==> src/rtl/ula_multiciclo.sv <==
// Multi-cycle ALU: logic/arith ops finish in one cycle, shifts move one bit per cycle.
// Operands are captured at acceptance; result/zero/overflow only change on entry to DONE.
module ula_multiciclo #(
    parameter int DATA_W = 32
) (
    input  logic                      clk,
    input  logic                      rst_n,
    input  logic                      start,
    input  logic [3:0]                Op,
    input  logic [DATA_W-1:0]         A,
    input  logic [DATA_W-1:0]         B,
    input  logic [$clog2(DATA_W)-1:0] shamt,
    output logic [DATA_W-1:0]         result,
    output logic                      zero,
    output logic                      overflow,
    output logic                      busy,
    output logic                      done,
    output logic [1:0]                dbg_state_o
);
    // Handshake: start is accepted on a rising edge only while busy=0 (IDLE or DONE);
    // done is high for exactly one cycle and qualifies result/zero/overflow.
    localparam int SHW = $clog2(DATA_W);

    typedef enum logic [1:0] {
        S_IDLE  = 2'd0,
        S_SHIFT = 2'd1,
        S_DONE  = 2'd2
    } state_e;

    typedef enum logic [1:0] {
        K_SLL = 2'd0,
        K_SRL = 2'd1,
        K_SRA = 2'd2
    } shift_kind_e;

    state_e             state_q, state_d;
    shift_kind_e        kind_q, kind_d;
    logic [DATA_W-1:0]  result_q, result_d;
    logic               zero_q, zero_d;
    logic               ovf_q, ovf_d;
    logic [DATA_W-1:0]  sh_q, sh_d;
    logic [SHW-1:0]     cnt_q, cnt_d;

    logic [DATA_W-1:0]  alu_res;
    logic               alu_ovf;
    logic [DATA_W-1:0]  sum;
    logic [DATA_W-1:0]  diff;
    logic               is_shift;
    logic [SHW-1:0]     amt;
    shift_kind_e        kind_in;
    logic [DATA_W-1:0]  sh_step;

    assign sum  = A + B;
    assign diff = A - B;

    always_comb begin
        alu_res = '0;
        alu_ovf = 1'b0;
        case (Op)
            4'b0110: begin
                alu_res = sum;
                alu_ovf = (A[DATA_W-1] == B[DATA_W-1]) && (sum[DATA_W-1] != A[DATA_W-1]);
            end
            4'b0111: begin
                alu_res = diff;
                alu_ovf = (A[DATA_W-1] != B[DATA_W-1]) && (diff[DATA_W-1] != A[DATA_W-1]);
            end
            4'b1000: alu_res = A & B;
            4'b1001: alu_res = A | B;
            4'b1010: alu_res = A ^ B;
            4'b1011: alu_res = ~(A | B);
            // Signed compare on the operands themselves, immune to wrap of A-B.
            4'b1100: alu_res = {{(DATA_W-1){1'b0}}, ($signed(A) < $signed(B))};
            4'b1101: alu_res = {{(DATA_W-1){1'b0}}, (A < B)};
            4'b1110: alu_res = DATA_W'(B[15:0]) << 16;
            4'b1111: alu_res = A | DATA_W'(B[15:0]);
            default: alu_res = '0;
        endcase
    end

    always_comb begin
        is_shift = (Op <= 4'd5);
        amt      = (Op <= 4'd2) ? shamt : A[SHW-1:0];
        case (Op)
            4'd1, 4'd4: kind_in = K_SRL;
            4'd2, 4'd5: kind_in = K_SRA;
            default:    kind_in = K_SLL;
        endcase
    end

    always_comb begin
        case (kind_q)
            K_SRL:   sh_step = {1'b0, sh_q[DATA_W-1:1]};
            K_SRA:   sh_step = {sh_q[DATA_W-1], sh_q[DATA_W-1:1]};
            default: sh_step = {sh_q[DATA_W-2:0], 1'b0};
        endcase
    end

    always_comb begin
        state_d  = state_q;
        kind_d   = kind_q;
        result_d = result_q;
        zero_d   = zero_q;
        ovf_d    = ovf_q;
        sh_d     = sh_q;
        cnt_d    = cnt_q;
        case (state_q)
            S_IDLE, S_DONE: begin
                state_d = S_IDLE;
                if (start) begin
                    if (!is_shift) begin
                        result_d = alu_res;
                        zero_d   = (alu_res == '0);
                        ovf_d    = alu_ovf;
                        state_d  = S_DONE;
                    end else if (amt == '0) begin
                        result_d = B;
                        zero_d   = (B == '0);
                        ovf_d    = 1'b0;
                        state_d  = S_DONE;
                    end else begin
                        sh_d    = B;
                        cnt_d   = amt;
                        kind_d  = kind_in;
                        state_d = S_SHIFT;
                    end
                end
            end
            S_SHIFT: begin
                sh_d  = sh_step;
                cnt_d = cnt_q - 1'b1;
                // Last bit lands in the same edge that publishes the result.
                if (cnt_q == SHW'(1)) begin
                    result_d = sh_step;
                    zero_d   = (sh_step == '0);
                    ovf_d    = 1'b0;
                    state_d  = S_DONE;
                end
            end
            default: state_d = S_IDLE;
        endcase
    end

    always_ff @(posedge clk) begin
        if (!rst_n) begin
            state_q  <= S_IDLE;
            kind_q   <= K_SLL;
            result_q <= '0;
            zero_q   <= 1'b1;
            ovf_q    <= 1'b0;
            sh_q     <= '0;
            cnt_q    <= '0;
        end else begin
            state_q  <= state_d;
            kind_q   <= kind_d;
            result_q <= result_d;
            zero_q   <= zero_d;
            ovf_q    <= ovf_d;
            sh_q     <= sh_d;
            cnt_q    <= cnt_d;
        end
    end

    assign result      = result_q;
    assign zero        = zero_q;
    assign overflow    = ovf_q;
    assign busy        = (state_q == S_SHIFT);
    assign done        = (state_q == S_DONE);
    assign dbg_state_o = state_q;

endmodule

==> config.mk <==
export PLATFORM = sky130hd
export DESIGN_NAME = ula_multiciclo
export DESIGN_NICKNAME = d
export VERILOG_FILES = /design/src/rtl/ula_multiciclo.sv
export SDC_FILE = /design/constraint.sdc
export NUM_CORES = 1
export LEC_CHECK = 0
export CELL_PAD_IN_SITES_DETAIL_PLACEMENT = 0
export CELL_PAD_IN_SITES_GLOBAL_PLACEMENT = 2
export CORE_ASPECT_RATIO = 0.6
export CORE_MARGIN = 4
export CORE_UTILIZATION = 25
export DETAILED_ROUTE_END_ITERATION = 8
export GPL_TIMING_DRIVEN = 0
export PLACE_DENSITY_LB_ADDON = 0.05
export SYNTH_ARGS = -nofsm -noshare
export SYNTH_HDL_FRONTEND = slang
export SYNTH_SLANG_ARGS = --single-unit
==> constraint.sdc <==
create_clock -name clk -period 5 [get_ports clk]
set_input_delay 1.25 -clock clk [delete_from_list [all_inputs] [get_ports clk]]
set_output_delay 1.25 -clock clk [all_outputs]
set_load 0.01 [all_outputs]
* After elaboration in Yosys (flattened, before gate mapping) *
Index checks and enable logic that the tools add are counted.

storage, ports and cells
  register bits after elaboration = 75
  bits of input ports = 76
  output and inout port bits = 38

operators by class
  $add $sub $neg = 3
  $lt $le $gt $ge = 4
  equality and inequality tests = 28
  multiplexer cells = 33
  bitwise operators = 6
  reduce and logical (&&, ||, !) cells = 14

operator list
  operator                                        count
  case mux 32 bit (10 select lines)               1
  two-way mux 32 bit                              7
  case mux 32 bit (2 select lines)                3
  zero test 32 bit                                3
  < comparator 32 bit                             2
  adder 32 bit                                    1
  bitwise AND 32 bit                              1
  == test 4 bit (second input constant)           8
  inverter 32 bit                                 1
  OR 32 x 16 -> 32 bit                            1
  OR 32 bit                                       1
  subtractor 32 bit                               1
  XOR 32 bit                                      1
  two-way mux 5 bit                               4
  == test 4 x 3 -> 1 bit (second input constant)  4
  AND reduction 4 bit                             3
  case mux 5 bit (2 select lines)                 1
  two-way mux 1 bit                               8
  two-way mux 2 bit                               4
  case mux 2 bit (2 select lines)                 2
  inequality test 2 bit (second input constant)   3
  case mux 1 bit (2 select lines)                 3
  OR reduction 2 bit                              3
  == test 5 x 1 -> 1 bit (second input constant)  1
  other kinds (16)                                21

* Depth between registers and ports, before layout *
  depth after elaboration = 7
  mapped depth = 16
  mapped depth without buffers = 15

* Worst setup path after synthesis *
OpenSTA, ideal clock, no wires.

  path kind = input to register
  start = input A[0]
  end = register zero_q, in the netlist zero
  setup time = 87 ps
  data arrival time = 4306 ps
  slack = 607 ps
  stages = 15
  cells stage by stage = inv_1 > ha_1 > inv_1 > fa_1 > nor2b_1 > o311ai_2 > nand2_1 > a221oi_1 > o211ai_1 > nor4_1 > o2111ai_1 > or4_1 > nor4_2 > nand4_1 > o31ai_1

on the way
  word-level cells in the longest chain between the ends = 7
  elaborated cells on any way between the ends = 18
  classes of those cells = 2 x add/sub; 2 x order compare; 1 x eq/ne; 5 x mux; 5 x bitwise; 3 x reduce/logical

ends and longest elaborated chain
  element                                                                    line  source
  start, declared                                                            10    input logic [DATA_W-1:0] A,
  parallel branches: the longest is 7 deep, another holds subtractor 32 bit  -
  end signal, assigned                                                       157   zero_q <= zero_d;
  end, declared                                                              39    logic zero_q, zero_d;

Several ways; the timed one is not identified. The select of a mux whose other input is x is not followed.
A chain may end at the register's enable or synchronous reset.

* Worst setup path after layout *
  start = input Op[2]
  end = register zero_q, in the netlist zero

on the way
  word-level cells in the longest chain between the ends = 6
  elaborated cells on any way between the ends = 21
  classes of those cells = 2 x order compare; 11 x eq/ne; 5 x mux; 3 x reduce/logical

ends and longest elaborated chain
  element                                                         line  source
  start, declared                                                 9     input logic [3:0] Op,
  == test 4 bit / == test 4 x 3 -> 1 bit (equally long branches)  59    case (Op)
  case mux 32 bit (10 select lines)                               59
  zero test 32 bit                                                113   zero_d = (alu_res == '0);
  two-way mux 1 bit                                               111   if (!is_shift) begin
  two-way mux 1 bit                                               110   if (start) begin
  case mux 1 bit (2 select lines)                                 107   case (state_q)

Several ways; a longest one is shown, not always the timed one. The select of a mux whose other input is x is not followed.

==> impl_metrics.json <==
{
  "met3_usage_pct": 7.95,
  "cts_tree": "built",
  "powerDensity_mw_per_mm2": 218,
  "run_status": "finished clean",
  "hold_viol_final": 0,
  "ys_warn_count": 0,
  "postCtsHoldBufs": 0,
  "report.final.slew_viol_count": 0,
  "grt_pass1_vias": 12700,
  "top_usage_layer": "met1",
  "cap_violations": 0,
  "syn2layout_area_growth_pct": 28.1,
  "grt-ovfl-total": 0,
  "drt-initial-drc-count": 1399,
  "path_clk_slew_ps": 70,
  "synth-compound-area-share_pct": 36.4,
  "synthTopCellsByArea": "dfxtp_1 14%, ha_1 12%, nand2_1 6.9%",
  "drcViolationCount": 0,
  "synth_area_leader_cell": "dfxtp_1",
  "gr-usage-met1_pct": 47.0,
  "required_ps": 5280,
  "syn_inst": 1542,
  "synthFlopType": "dfxtp_1",
  "synthAdderAreaFrac_pct": 12.5,
  "ios": 114,
  "core-area_mm2": 0.0419,
  "slew_headroom_pct": 11.3,
  "final_common_cell": "nand2_1",
  "cts_sinks": 75,
  "worstPathCellList": "clkdlybuf4s50_1, buf_6, nor2b_1, nand2_1, buf_2, buf_2, clkbuf_4, o2111ai_1, a22oi_1, nand4_1, nor4_4, nand4_1, o31ai_1",
  "finalCritPeriodShare_pct": 99.5,
  "die_w_um": 274,
  "cp_top_family": "buffers and inverters",
  "fin_crit_ps": 4970,
  "grtUsageTotal_pct": 29.1,
  "wl_per_cell_um": 30.5,
  "peakVddDrop_mv": 0.129,
  "worst-path-max-fanout": 10,
  "fin_skew_ps": 8.05,
  "dieArea_mm2": 0.0460,
  "syn_area_per_cell_um2": 6.89,
  "mostFrequentLayoutCells": "195 x nand2_1, 122 x a21oi_1, 118 x nor2_1",
  "placedCellCount": 2223,
  "p_leak_uw": 0.00528,
  "nNetsFinal": 1861,
  "start_util_pct": 25.3,
  "drive_above_1_share_pct": 13.6,
  "hold_ws_ps": 451,
  "grt_pass1_wl_um": 97000,
  "worst_setup_path_start_kind": "input port",
  "fmax_ghz": 0.201,
  "wl_um": 68900,
  "dr_total_vias": 13500,
  "hpwlAfterDp_um": 55400,
  "insertion_delay_ps": 370,
  "htree_num_levels": 3,
  "synth-xor-area-share_pct": 3.13,
  "cts_made_buffers": 9,
  "dr.pass1.iters": 6,
  "setup_tns_ps": 0,
  "rsz0062_at_grt": "true",
  "yosys.area_share.simple_pct": 23.5,
  "crit_path_end_kind": "flip-flop",
  "antenna_found_initial": 1,
  "grt_max_degree": 14,
  "num_rows": 58,
  "synth_cell_types": 96,
  "worstHoldPathType": "reg2reg",
  "port_buffers": 111,
  "drtAntennaViolNets": 0,
  "setup_viol": 0,
  "reg2reg_slack_ps": 520,
  "finalCoreUtilization_pct": 32.5,
  "synth-async-reset-ratio_pct": 0,
  "synth_top_family_by_area": "compound AO/OA/AOI/OAI gates",
  "gp_congestion": 0.950,
  "worst_pin_slew_ps": 1330,
  "synth.area.mux_share_pct": 1.77,
  "cts-root-buf": "clkbuf_16",
  "netlist.area_leader.share_pct": 14.1,
  "seq_area_frac_synth_pct": 14.1,
  "synth_seq_cells": 75,
  "grtUsageMet2_pct": 37.8,
  "clk_path_buf_depth": 2,
  "instances_no_fill": 2257,
  "cp_num_buf_inv": 5,
  "arrival_ps": 5260,
  "slowest_delay_ps": 610,
  "synth_edf_count": 0,
  "setup.worst_path.class": "in2reg",
  "syn_area_mm2": 0.0106,
  "fp.dieH_um": 168,
  "vias_per_cell": 5.98,
  "slowest_stage": "clkdlybuf4s50_1",
  "synth_fp_nets": 1723
}
layout make-up:
class,count,area [um^2]
clock inverter,6,87.6
multi-input combinational,1250,8920
antenna,2,5.00
fill,4716,28300
buffer,110,554
tap,570,713
timing repair buffer,131,1210
inverter,103,390
sequential,75,1500
clock buffer,10,229
kinds of logic (layout without fill, tap and decap cells):
| logic type | count (synthesis) | after routing |
|---|---|---|
| simple gates | 531 | 531 |
| other cells | 0 | 2 |
| buf+inv | 217 | 360 |
| fa+ha+maj | 105 | 105 |
| flops | 75 | 75 |
| xor+xnor | 38 | 38 |
| compound gates | 558 | 558 |
| mux | 18 | 18 |
worst min-delay path: stages, from the launching register on:
cell and delay (ps):
dfxtp_1 310, nand2_1 50, a21oi_1 50
power breakdown:
part           internal [uW]  switching (uW)  total, uW
sequential               650            47.3        698
clock                    439             300        738
combinational            526            1010       1540
total                   1620            1360       2970
state kept, by name, summed over array words and instances (netlist names):
register     flops
zero             1
result          32
cnt_q            5
overflow         1
dbg_state_o      2
sh_q            32
kind_q           2
Yosys cell counts, types with 9 or more instances:
| cell | n |
|---|---|
| a21oi_1 | 139 |
| o21a_1 | 11 |
| buf_2 | 20 |
| ha_1 | 103 |
| inv_1 | 100 |
| a221o_1 | 10 |
| buf_1 | 9 |
| o21ai_0 | 73 |
| nand2b_1 | 15 |
| nor4_1 | 23 |
| o31ai_1 | 24 |
| nand4_1 | 24 |
| a311oi_1 | 12 |
| a221oi_1 | 31 |
| xnor2_1 | 26 |
| nand2_1 | 196 |
| a22oi_1 | 45 |
| a31oi_1 | 31 |
| dfxtp_1 | 75 |
| o211ai_1 | 27 |
| xor2_1 | 12 |
| nor2b_1 | 25 |
| nand3_1 | 31 |
| nor3_1 | 35 |
| nor2_1 | 124 |
| mux2i_1 | 15 |
| and3_1 | 10 |
| a21o_1 | 21 |
| a211oi_1 | 25 |
| o221ai_1 | 9 |
| clkbuf_1 | 71 |
metrics by stage:
step / setup slack (ps) / cell area [um^2] / power (uW)
global route: -42.4 / 13600 / 3110
detailed placement: -1930 / 12500 / 2070
CTS: -72.6 / 13100 / 2860
floorplan: 607 / 10600 / 1470
global placement: -1940 / 12500 / 2080
finish: 26.6 / 13600 / 2970
per-layer routing:
metal  vias to the layer above  part of all wire [%]
li1                       5990                     -
met1                      6766                    51
met2                       684                    37
met3                        64                    11
met4                         0                   1.4
met5                         -                     0
repair_timing:
action,CTS,global route
setup endpoints to repair,24,15
pin swaps,10,20
buffers inserted,7,13
gates resized for setup,130,134
final timing paths:
check                     startpoint                 endpoint  depth (start not counted)
min reg2reg  result[28]$_SDFFE_PN0P_  result[28]$_SDFFE_PN0P_                          2
min          result[28]$_SDFFE_PN0P_  result[28]$_SDFFE_PN0P_                          2
max reg2reg   kind_q[0]$_SDFFE_PN0P_        zero$_SDFFE_PN1P_                         16
max                            Op[2]        zero$_SDFFE_PN1P_                         13
No activity file was read; power rests on OpenSTA's default activity.
